[config.mk]
export PLATFORM = sky130hd
export DESIGN_NAME = dmem_req_arbiter
export DESIGN_NICKNAME = d
export VERILOG_FILES = /design/src/rtl/drac_pkg.sv /design/src/rtl/rr_arbiter.sv /design/src/rtl/dmem_req_arbiter.sv
export SDC_FILE = /design/constraint.sdc
export NUM_CORES = 1
export LEC_CHECK = 0
export BUFFER_PORTS_ARGS = -buffer_cell sky130_fd_sc_hd__buf_2
export CELL_PAD_IN_SITES_DETAIL_PLACEMENT = 2
export CELL_PAD_IN_SITES_GLOBAL_PLACEMENT = 2
export CORE_MARGIN = 5
export CORE_UTILIZATION = 21
export DETAILED_ROUTE_END_ITERATION = 8
export GPL_ROUTABILITY_DRIVEN = 0
export PLACE_DENSITY_LB_ADDON = 0.1
export SLEW_MARGIN = 20
export SYNTH_ARGS = -nofsm -noshare
export SYNTH_HDL_FRONTEND = slang
export SYNTH_SLANG_ARGS = --single-unit
[constraint.sdc]
create_clock -name clk_i -period 2.3 [get_ports clk_i]
set_clock_uncertainty 0.1 [all_clocks]
set_input_delay 0.46 -clock clk_i [delete_from_list [all_inputs] [get_ports clk_i]]
set_output_delay 0.46 -clock clk_i [all_outputs]
set_load 0.1 [all_outputs]
[src/rtl/drac_pkg.sv]
// Shared types for the D-cache request arbiter: FSM states, response cause
// codes, tag layout and the exception-to-cause mapping.
package drac_pkg;

    // Tag layout: [7:6] requester id, [5:0] sequence number.
    localparam int DMEM_TAG_ID_BITS  = 2;
    localparam int DMEM_TAG_SEQ_BITS = 6;

    typedef enum logic [2:0] {
        ARB_IDLE    = 3'd0,
        ARB_ISSUE   = 3'd1,
        ARB_WAIT    = 3'd2,
        ARB_BACKOFF = 3'd3,
        ARB_DRAIN   = 3'd4
    } arb_state_t;

    typedef enum logic [2:0] {
        CAUSE_NONE    = 3'd0,
        CAUSE_MA_LD   = 3'd1,
        CAUSE_MA_ST   = 3'd2,
        CAUSE_PF_LD   = 3'd3,
        CAUSE_PF_ST   = 3'd4,
        CAUSE_RETRY   = 3'd5,
        CAUSE_TIMEOUT = 3'd6
    } dmem_cause_t;

    // Exception vector is {pf_st, pf_ld, ma_st, ma_ld}; the lowest set bit wins.
    function automatic dmem_cause_t xcpt_cause(input logic [3:0] xcpt);
        dmem_cause_t c;
        c = CAUSE_NONE;
        if (xcpt[0])      c = CAUSE_MA_LD;
        else if (xcpt[1]) c = CAUSE_MA_ST;
        else if (xcpt[2]) c = CAUSE_PF_LD;
        else if (xcpt[3]) c = CAUSE_PF_ST;
        return c;
    endfunction

endpackage

[src/rtl/rr_arbiter.sv]
// Combinational round-robin picker: grants the first valid index at or after
// ptr_i, wrapping to index 0. Also usable on the icache side.
module rr_arbiter
    import drac_pkg::*;
#(
    parameter int NUM_REQ = 2
) (
    input  logic [NUM_REQ-1:0]          valid_i,
    input  logic [DMEM_TAG_ID_BITS-1:0] ptr_i,
    output logic [NUM_REQ-1:0]          grant_o,
    output logic [DMEM_TAG_ID_BITS-1:0] idx_o,
    output logic                        any_o
);

    logic found;

    // Two passes: indices at/after the pointer first, then the wrapped range.
    always_comb begin
        grant_o = '0;
        idx_o   = '0;
        found   = 1'b0;
        for (int i = 0; i < NUM_REQ; i++) begin
            if (!found && valid_i[i] && (i >= int'(ptr_i))) begin
                found      = 1'b1;
                grant_o[i] = 1'b1;
                idx_o      = DMEM_TAG_ID_BITS'(i);
            end
        end
        for (int i = 0; i < NUM_REQ; i++) begin
            if (!found && valid_i[i]) begin
                found      = 1'b1;
                grant_o[i] = 1'b1;
                idx_o      = DMEM_TAG_ID_BITS'(i);
            end
        end
        any_o = found;
    end

endmodule

[src/rtl/dmem_req_arbiter.sv]
// Shares the single D-cache request port between NUM_REQ requesters with one
// request in flight. Handles retries with backoff, flush/kill and routes the
// response (or an error) back to the owner.
//
// Handshakes: a requester transfer happens in the cycle where req_valid_i[g]
// and req_ready_o[g] are both high; the cache transfer happens in the cycle
// where dmem_req_valid_o and dmem_req_ready_i are both high. While
// dmem_req_valid_o is high every dmem_req_* field is held stable.
//
// Optional: define DMEM_ARB_TIMEOUT_EN to add a response watchdog of
// TIMEOUT_CYC cycles in WAIT/DRAIN (error cause 6 from WAIT).
module dmem_req_arbiter
    import drac_pkg::*;
#(
    parameter int NUM_REQ     = 2,
    parameter int MAX_RETRY   = 8,
    parameter int BACKOFF_CYC = 4
`ifdef DMEM_ARB_TIMEOUT_EN
    ,
    parameter int TIMEOUT_CYC = 1024
`endif
) (
    input  logic                  clk_i,
    input  logic                  rst_i,
    input  logic                  flush_i,
    input  logic [NUM_REQ-1:0]    req_valid_i,
    output logic [NUM_REQ-1:0]    req_ready_o,
    input  logic [NUM_REQ*5-1:0]  req_cmd_i,
    input  logic [NUM_REQ*4-1:0]  req_op_type_i,
    input  logic [NUM_REQ*40-1:0] req_addr_i,
    input  logic [NUM_REQ*64-1:0] req_data_i,
    output logic                  dmem_req_valid_o,
    input  logic                  dmem_req_ready_i,
    output logic [4:0]            dmem_req_cmd_o,
    output logic [3:0]            dmem_op_type_o,
    output logic [39:0]           dmem_req_addr_o,
    output logic [63:0]           dmem_req_data_o,
    output logic [7:0]            dmem_req_tag_o,
    output logic                  dmem_req_kill_o,
    input  logic                  dmem_resp_valid_i,
    input  logic                  dmem_resp_nack_i,
    input  logic                  dmem_resp_replay_i,
    input  logic [63:0]           dmem_resp_data_i,
    input  logic [3:0]            dmem_xcpt_i,
    output logic [NUM_REQ-1:0]    resp_valid_o,
    output logic [63:0]           resp_data_o,
    output logic                  resp_err_o,
    output dmem_cause_t           resp_cause_o,
    output logic                  busy_o,
    output arb_state_t            dbg_state_o
);

    localparam int ID_W    = DMEM_TAG_ID_BITS;
    localparam int SEQ_W   = DMEM_TAG_SEQ_BITS;
    localparam int RETRY_W = $clog2(MAX_RETRY + 1);
    localparam int BO_W    = $clog2(BACKOFF_CYC + 1);
`ifdef DMEM_ARB_TIMEOUT_EN
    localparam int TMO_W   = $clog2(TIMEOUT_CYC + 1);
`endif

    arb_state_t         state_q;
    logic [ID_W-1:0]    rr_ptr_q;
    logic [SEQ_W-1:0]   seq_q;
    logic [RETRY_W-1:0] retry_cnt_q;
    logic [BO_W-1:0]    bo_cnt_q;
    logic [NUM_REQ-1:0] own_q;
    logic [ID_W-1:0]    id_q;
    logic [4:0]         cmd_q;
    logic [3:0]         op_q;
    logic [39:0]        addr_q;
    logic [63:0]        data_q;
    logic [7:0]         tag_q;
    logic [NUM_REQ-1:0] resp_valid_q;
    logic [63:0]        resp_data_q;
    logic               resp_err_q;
    dmem_cause_t        resp_cause_q;
`ifdef DMEM_ARB_TIMEOUT_EN
    logic [TMO_W-1:0]   tmo_cnt_q;
`endif

    logic [NUM_REQ-1:0] gnt_oh;
    logic [ID_W-1:0]    gnt_idx;
    logic               gnt_any;
    logic               rsp_event;
    logic               rsp_retry;
    logic [ID_W-1:0]    next_ptr;

    rr_arbiter #(.NUM_REQ(NUM_REQ)) u_rr (
        .valid_i (req_valid_i),
        .ptr_i   (rr_ptr_q),
        .grant_o (gnt_oh),
        .idx_o   (gnt_idx),
        .any_o   (gnt_any)
    );

    assign rsp_retry = dmem_resp_nack_i | dmem_resp_replay_i;
    assign rsp_event = dmem_resp_valid_i | rsp_retry | (|dmem_xcpt_i);
    assign next_ptr  = (id_q == ID_W'(NUM_REQ - 1)) ? '0 : id_q + 1'b1;

    // Single FSM: request capture, issue/retry sequencing and response routing.
    always_ff @(posedge clk_i) begin
        if (rst_i) begin
            state_q      <= ARB_IDLE;
            rr_ptr_q     <= '0;
            seq_q        <= '0;
            retry_cnt_q  <= '0;
            bo_cnt_q     <= '0;
            own_q        <= '0;
            id_q         <= '0;
            cmd_q        <= '0;
            op_q         <= '0;
            addr_q       <= '0;
            data_q       <= '0;
            tag_q        <= '0;
            resp_valid_q <= '0;
            resp_data_q  <= '0;
            resp_err_q   <= 1'b0;
            resp_cause_q <= CAUSE_NONE;
`ifdef DMEM_ARB_TIMEOUT_EN
            tmo_cnt_q    <= '0;
`endif
        end else begin
            resp_valid_q <= '0;
            resp_data_q  <= '0;
            resp_err_q   <= 1'b0;
            resp_cause_q <= CAUSE_NONE;
            case (state_q)
                ARB_IDLE: begin
                    if (gnt_any && !flush_i) begin
                        own_q       <= gnt_oh;
                        id_q        <= gnt_idx;
                        cmd_q       <= req_cmd_i[int'(gnt_idx)*5 +: 5];
                        op_q        <= req_op_type_i[int'(gnt_idx)*4 +: 4];
                        addr_q      <= req_addr_i[int'(gnt_idx)*40 +: 40];
                        data_q      <= req_data_i[int'(gnt_idx)*64 +: 64];
                        tag_q       <= {gnt_idx, seq_q};
                        retry_cnt_q <= '0;
                        state_q     <= ARB_ISSUE;
                    end
                end
                ARB_ISSUE: begin
                    if (dmem_req_ready_i) begin
                        // Handshake completes even under flush; the reply is then drained.
                        seq_q   <= seq_q + 1'b1;
                        state_q <= flush_i ? ARB_DRAIN : ARB_WAIT;
`ifdef DMEM_ARB_TIMEOUT_EN
                        tmo_cnt_q <= '0;
`endif
                    end else if (flush_i) begin
                        state_q  <= ARB_IDLE;
                        rr_ptr_q <= next_ptr;
                    end
                end
                ARB_WAIT: begin
                    if (rsp_event) begin
                        if (flush_i) begin
                            // Reply arrived together with the flush: drop it silently.
                            state_q  <= ARB_IDLE;
                            rr_ptr_q <= next_ptr;
                        end else if (|dmem_xcpt_i) begin
                            resp_valid_q <= own_q;
                            resp_err_q   <= 1'b1;
                            resp_cause_q <= xcpt_cause(dmem_xcpt_i);
                            state_q      <= ARB_IDLE;
                            rr_ptr_q     <= next_ptr;
                        end else if (rsp_retry) begin
                            if (retry_cnt_q == RETRY_W'(MAX_RETRY - 1)) begin
                                resp_valid_q <= own_q;
                                resp_err_q   <= 1'b1;
                                resp_cause_q <= CAUSE_RETRY;
                                state_q      <= ARB_IDLE;
                                rr_ptr_q     <= next_ptr;
                            end else begin
                                retry_cnt_q <= retry_cnt_q + 1'b1;
                                bo_cnt_q    <= '0;
                                state_q     <= ARB_BACKOFF;
                            end
                        end else begin
                            resp_valid_q <= own_q;
                            resp_data_q  <= dmem_resp_data_i;
                            state_q      <= ARB_IDLE;
                            rr_ptr_q     <= next_ptr;
                        end
                    end else if (flush_i) begin
                        state_q <= ARB_DRAIN;
`ifdef DMEM_ARB_TIMEOUT_EN
                        tmo_cnt_q <= '0;
                    end else if (tmo_cnt_q == TMO_W'(TIMEOUT_CYC - 1)) begin
                        resp_valid_q <= own_q;
                        resp_err_q   <= 1'b1;
                        resp_cause_q <= CAUSE_TIMEOUT;
                        state_q      <= ARB_IDLE;
                        rr_ptr_q     <= next_ptr;
                    end else begin
                        tmo_cnt_q <= tmo_cnt_q + 1'b1;
`endif
                    end
                end
                ARB_BACKOFF: begin
                    if (flush_i) begin
                        state_q  <= ARB_IDLE;
                        rr_ptr_q <= next_ptr;
                    end else if (bo_cnt_q == BO_W'(BACKOFF_CYC - 1)) begin
                        // Re-issue the held fields under a fresh sequence number.
                        tag_q   <= {id_q, seq_q};
                        state_q <= ARB_ISSUE;
                    end else begin
                        bo_cnt_q <= bo_cnt_q + 1'b1;
                    end
                end
                ARB_DRAIN: begin
                    if (rsp_event) begin
                        state_q  <= ARB_IDLE;
                        rr_ptr_q <= next_ptr;
`ifdef DMEM_ARB_TIMEOUT_EN
                    end else if (tmo_cnt_q == TMO_W'(TIMEOUT_CYC - 1)) begin
                        state_q  <= ARB_IDLE;
                        rr_ptr_q <= next_ptr;
                    end else begin
                        tmo_cnt_q <= tmo_cnt_q + 1'b1;
`endif
                    end
                end
                default: state_q <= ARB_IDLE;
            endcase
        end
    end

    // Accept pulse and kill are same-cycle answers to the current inputs.
    assign req_ready_o      = (state_q == ARB_IDLE && !flush_i && !rst_i) ? gnt_oh : '0;
    assign dmem_req_kill_o  = (state_q == ARB_WAIT) && flush_i && !rsp_event && !rst_i;
    assign dmem_req_valid_o = (state_q == ARB_ISSUE);
    assign dmem_req_cmd_o   = cmd_q;
    assign dmem_op_type_o   = op_q;
    assign dmem_req_addr_o  = addr_q;
    assign dmem_req_data_o  = data_q;
    assign dmem_req_tag_o   = tag_q;
    assign resp_valid_o     = resp_valid_q;
    assign resp_data_o      = resp_data_q;
    assign resp_err_o       = resp_err_q;
    assign resp_cause_o     = resp_cause_q;
    assign busy_o           = (state_q != ARB_IDLE);
    assign dbg_state_o      = state_q;

endmodule

==> results summary <==
The flow ran to the end, but the final reports show violations. The final reports fail on setup timing. Across all setup checks in the final design, the least slack found is -0.0321 ns.

The number of nets produced by synthesis is around 1,100. The average instance area after synthesis is between 9 and 10 um^2. After technology mapping, the gate count stands at 835. The DRC violation count after routing is 0. TritonCTS built the clock tree. The total wirelength of the detailed-routed design came out at 39,200 um. Setup repair after global routing could not meet its margin everywhere.

The number of cells after detailed placement is ~1,800. The worst path arrival time is between 1.5 and 2 ns. In the final routed layout, each cell accounts on average for 20.1 um. The library cell used most frequently in the layout, excluding fill and tap cells, is buf_2. The type of the setup path with the least slack is in2out. In this run the critical register-to-register path is launched from dbg_state_o[2]$_SDFFE_PP0P_. The final-stage net count came out at 1,715. In this run the core area contains 72 standard-cell rows. The achievable frequency is around 430 MHz. The path class of the tightest hold or removal check is in2reg. In the finished design, the share of the clock period the worst path needs comes to 101%.

The final hold violation count is 0. The transition time of the tightest slew-check pin came out at 0.600 ns. The number of nets with antenna violations after routing is 0. Across the run, the number of max-cap violations was 0.

The floorplan die width came out at about 210 um. The largest fanout of any net on the critical path came out at 2. The first-pass GRT wire length came out at 58,200 um. The floorplan core area came out at slightly below 40,000 um^2. Of the synthesized area, sequential elements account for 51.0%. The clock latency on the worst-skew pair is around 0.54 ns. For the finished layout, the period the worst path requires is approximately 2.3 ns. The max-slew violation count came out at 0. The number of antenna violations at the first check in global routing is 11. Clock tree synthesis selected as its root buffer the cell clkbuf_16. Yosys printed 0 warnings. The via count of the routed design is roughly 8,500. Counting instances, the worst hold path has a depth of 2. The worst hold path terminates at resp_data_o[41]$_SDFF_PP0_. The area added between synthesis and finish came out at 61.6%.

The register-to-register setup slack is 0.40 ns. The critical path capture point type is an output port. The total congestion overflow after global routing is 0. The count of filler cells inserted in the layout is 4,361. Leaving out fill and tap cells, the most frequent cells in the layout are buf_2 (492), dfxtp_1 (207), nor2_1 (136), mux2i_1 (124), a211oi_1 (114). The maximum clock path buffer count came out at 3. During I/O placement, the number of pins put on the boundary was ~500. The total power density per cell area is 908 nW/um^2. The type of element launching the critical path is a primary input.

For this run, the detailed router's first-pass iteration total came to 4. The aggregate negative setup slack is -0.0321 ns. The worst hold slack is roughly 0.041 ns. The flip-flop and latch count after synthesis came out at 210. The first-iteration detailed-routing DRC count came out at 248. The number of flops mapped to enable cells by yosys is 0. In this run, distinct cell masters in the synthesized netlist total 49. The total half-perimeter wirelength after legalization and detailed placement is approximately 30,000 um. The startpoint identified for the worst hold timing path is dmem_resp_data_i[41].

In this run the critical register-to-register path is captured at rr_ptr_q[0]$_SDFFE_PP0P_. The number of buffers created by CTS is 27. The floorplan step defined a die boundary enclosing roughly 43,000 um^2. The via count of the first global-routing pass is approximately 9,200. The die span in y came out at approximately 210 um. Entering global routing, the biggest net connects 65 pins. Summed over all cells, the static leakage comes to ~6.7 nW. The proportion of layout cells with a drive suffix above 1 is between 40% and 50%. Across the VDD grid, the largest voltage drop is 0.000525 V. Clock-pin slew was measured on the worst setup and hold paths at ~0.06 ns.

Data on the critical path is required at its endpoint by about 1.7 ns. The detail-routed via count per cell came out at 4.35. For the worst flop-to-flop path, the logic depth is 4. CTS built an H-tree with a depth of 1.

The initial cell density of the core came out at approximately a fifth. For this run, the leading register cell type out of synthesis is dfxtp_1. The count of buffers inserted at the top-level ports is 500. The fraction of synthesis flops using an asynchronous set or reset pin came out at 0%.

The number of clock sinks is 210. For this run, the number of standard cells in the final layout without fillers is between 1,500 and 2,000. The total global routing track utilization is between 10% and 20%.

The post-synth design cell area came out at a little over 8000 um^2. The final-report setup violation count is 1. The worst relative slew slack is about 60%.
layout make-up:
class / instances / area (um^2) / share of cell area (%)
multi-input combinational: 553 / 3860 / 29.0
timing repair buffer: 612 / 3680 / 27.6
clock buffer: 41 / 808 / 6.07
antenna: 3 / 7.51 / 0.0564
tap: 518 / 648 / 4.87
clock inverter: 9 / 91.3 / 0.686
sequential: 210 / 4210 / 31.6
inverter: 4 / 15.0 / 0.113
power breakdown:
part,switching [mW],total (mW),internal [mW]
Sequential,0.153,4.06,3.91
Combinational,2.87,3.79,0.923
Clock,1.69,4.24,2.54
Total,4.72,12.1,7.38
cell usage after synthesis (all sizes together), types with 6 or more instances:
cell    number  area share, %
nand2b       6           0.46
nand2       15           0.68
a21oi        6           0.36
buf         19           0.96
o21ai        6           0.36
nor3         7           0.43
clkbuf      49            2.2
and3         6           0.46
nand3        6           0.36
nor2       140            6.4
mux2i      124             15
and2        65            4.9
a211oi     114             10
dfxtp      210             51
kinds of logic (layout without fill, tap and decap cells):
| kind of cell | count (synthesis) | count (layout) | share of synthesized area, % |
|---|---|---|---|
| mux | 125 | 125 | 15.2 |
| other cells | 1 | 4 | 0.0455 |
| xor+xnor | 5 | 5 | 0.531 |
| compound gates | 149 | 149 | 13.5 |
| flops | 210 | 210 | 51.0 |
| fa+ha+maj | 4 | 4 | 0.607 |
| simple gates | 269 | 269 | 15.8 |
| buf+inv | 72 | 666 | 3.37 |
worst max-delay path by stage:
stage | startpoint | end | slack (ns)
2_1_floorplan | dmem_xcpt_i[1] | dmem_req_kill_o | -0.48
3_3_place_gp | dmem_xcpt_i[1] | dmem_req_kill_o | -0.17
3_5_place_dp | dmem_xcpt_i[1] | dmem_req_kill_o | -0.16
4_1_cts | dbg_state_o[1]$_SDFFE_PP0P_ | busy_o | -0.09
5_1_grt | dmem_xcpt_i[2] | dmem_req_kill_o | -0.07
6_report | dmem_xcpt_i[2] | dmem_req_kill_o | -0.03
state kept, by name (all words and copies together) (netlist names), 4 cells and up:
signal	count
dmem_req_data_o	64
resp_data_o	64
dmem_req_addr_o	40
dmem_req_tag_o	7
seq_q	6
dmem_req_cmd_o	5
dmem_op_type_o	4
retry_cnt_q	4
layer usage:
| layer | track usage (%) | share of wire [%] | vias up |
|---|---|---|---|
| met5 | 0 | 0.26 | - |
| met4 | 3.62 | 2.1 | 14 |
| met3 | 6.85 | 8.7 | 59 |
| met1 | 19.0 | 39 | 3985 |
| li1 | - | - | 4101 |
| met2 | 31.1 | 50 | 326 |
worst max-delay path, stage by stage:
cell and delay [ns]:
buf_6 0.09, or4_4 0.56, nor3_4 0.19, nand2_2 0.11, nor3_4 0.16, buf_12 0.20
through the flow:
step	total power, mW	utilization [%]	setup WS, ns	area [um^2]
finish	12.1	34.4	-0.0321	13300
global route	12.6	34.4	-0.0716	13300
CTS	12.3	34.2	-0.0907	13300
detailed placement	7.86	30.2	-0.164	11700
global placement	7.82	30.2	-0.174	11700
floorplan	6.86	-	-0.478	8310
what timing repair did:
action | 4_1_cts | 5_1_grt
hold buffers | 63 | 0
setup endpoints to repair | 5 | 5
hold endpoints to repair | 63 | 0
buffers inserted | 2 | 2
resized for setup | 7 | 6
pin swaps | 3 | 1
Note: power is estimated with default switching activity, not from simulation.
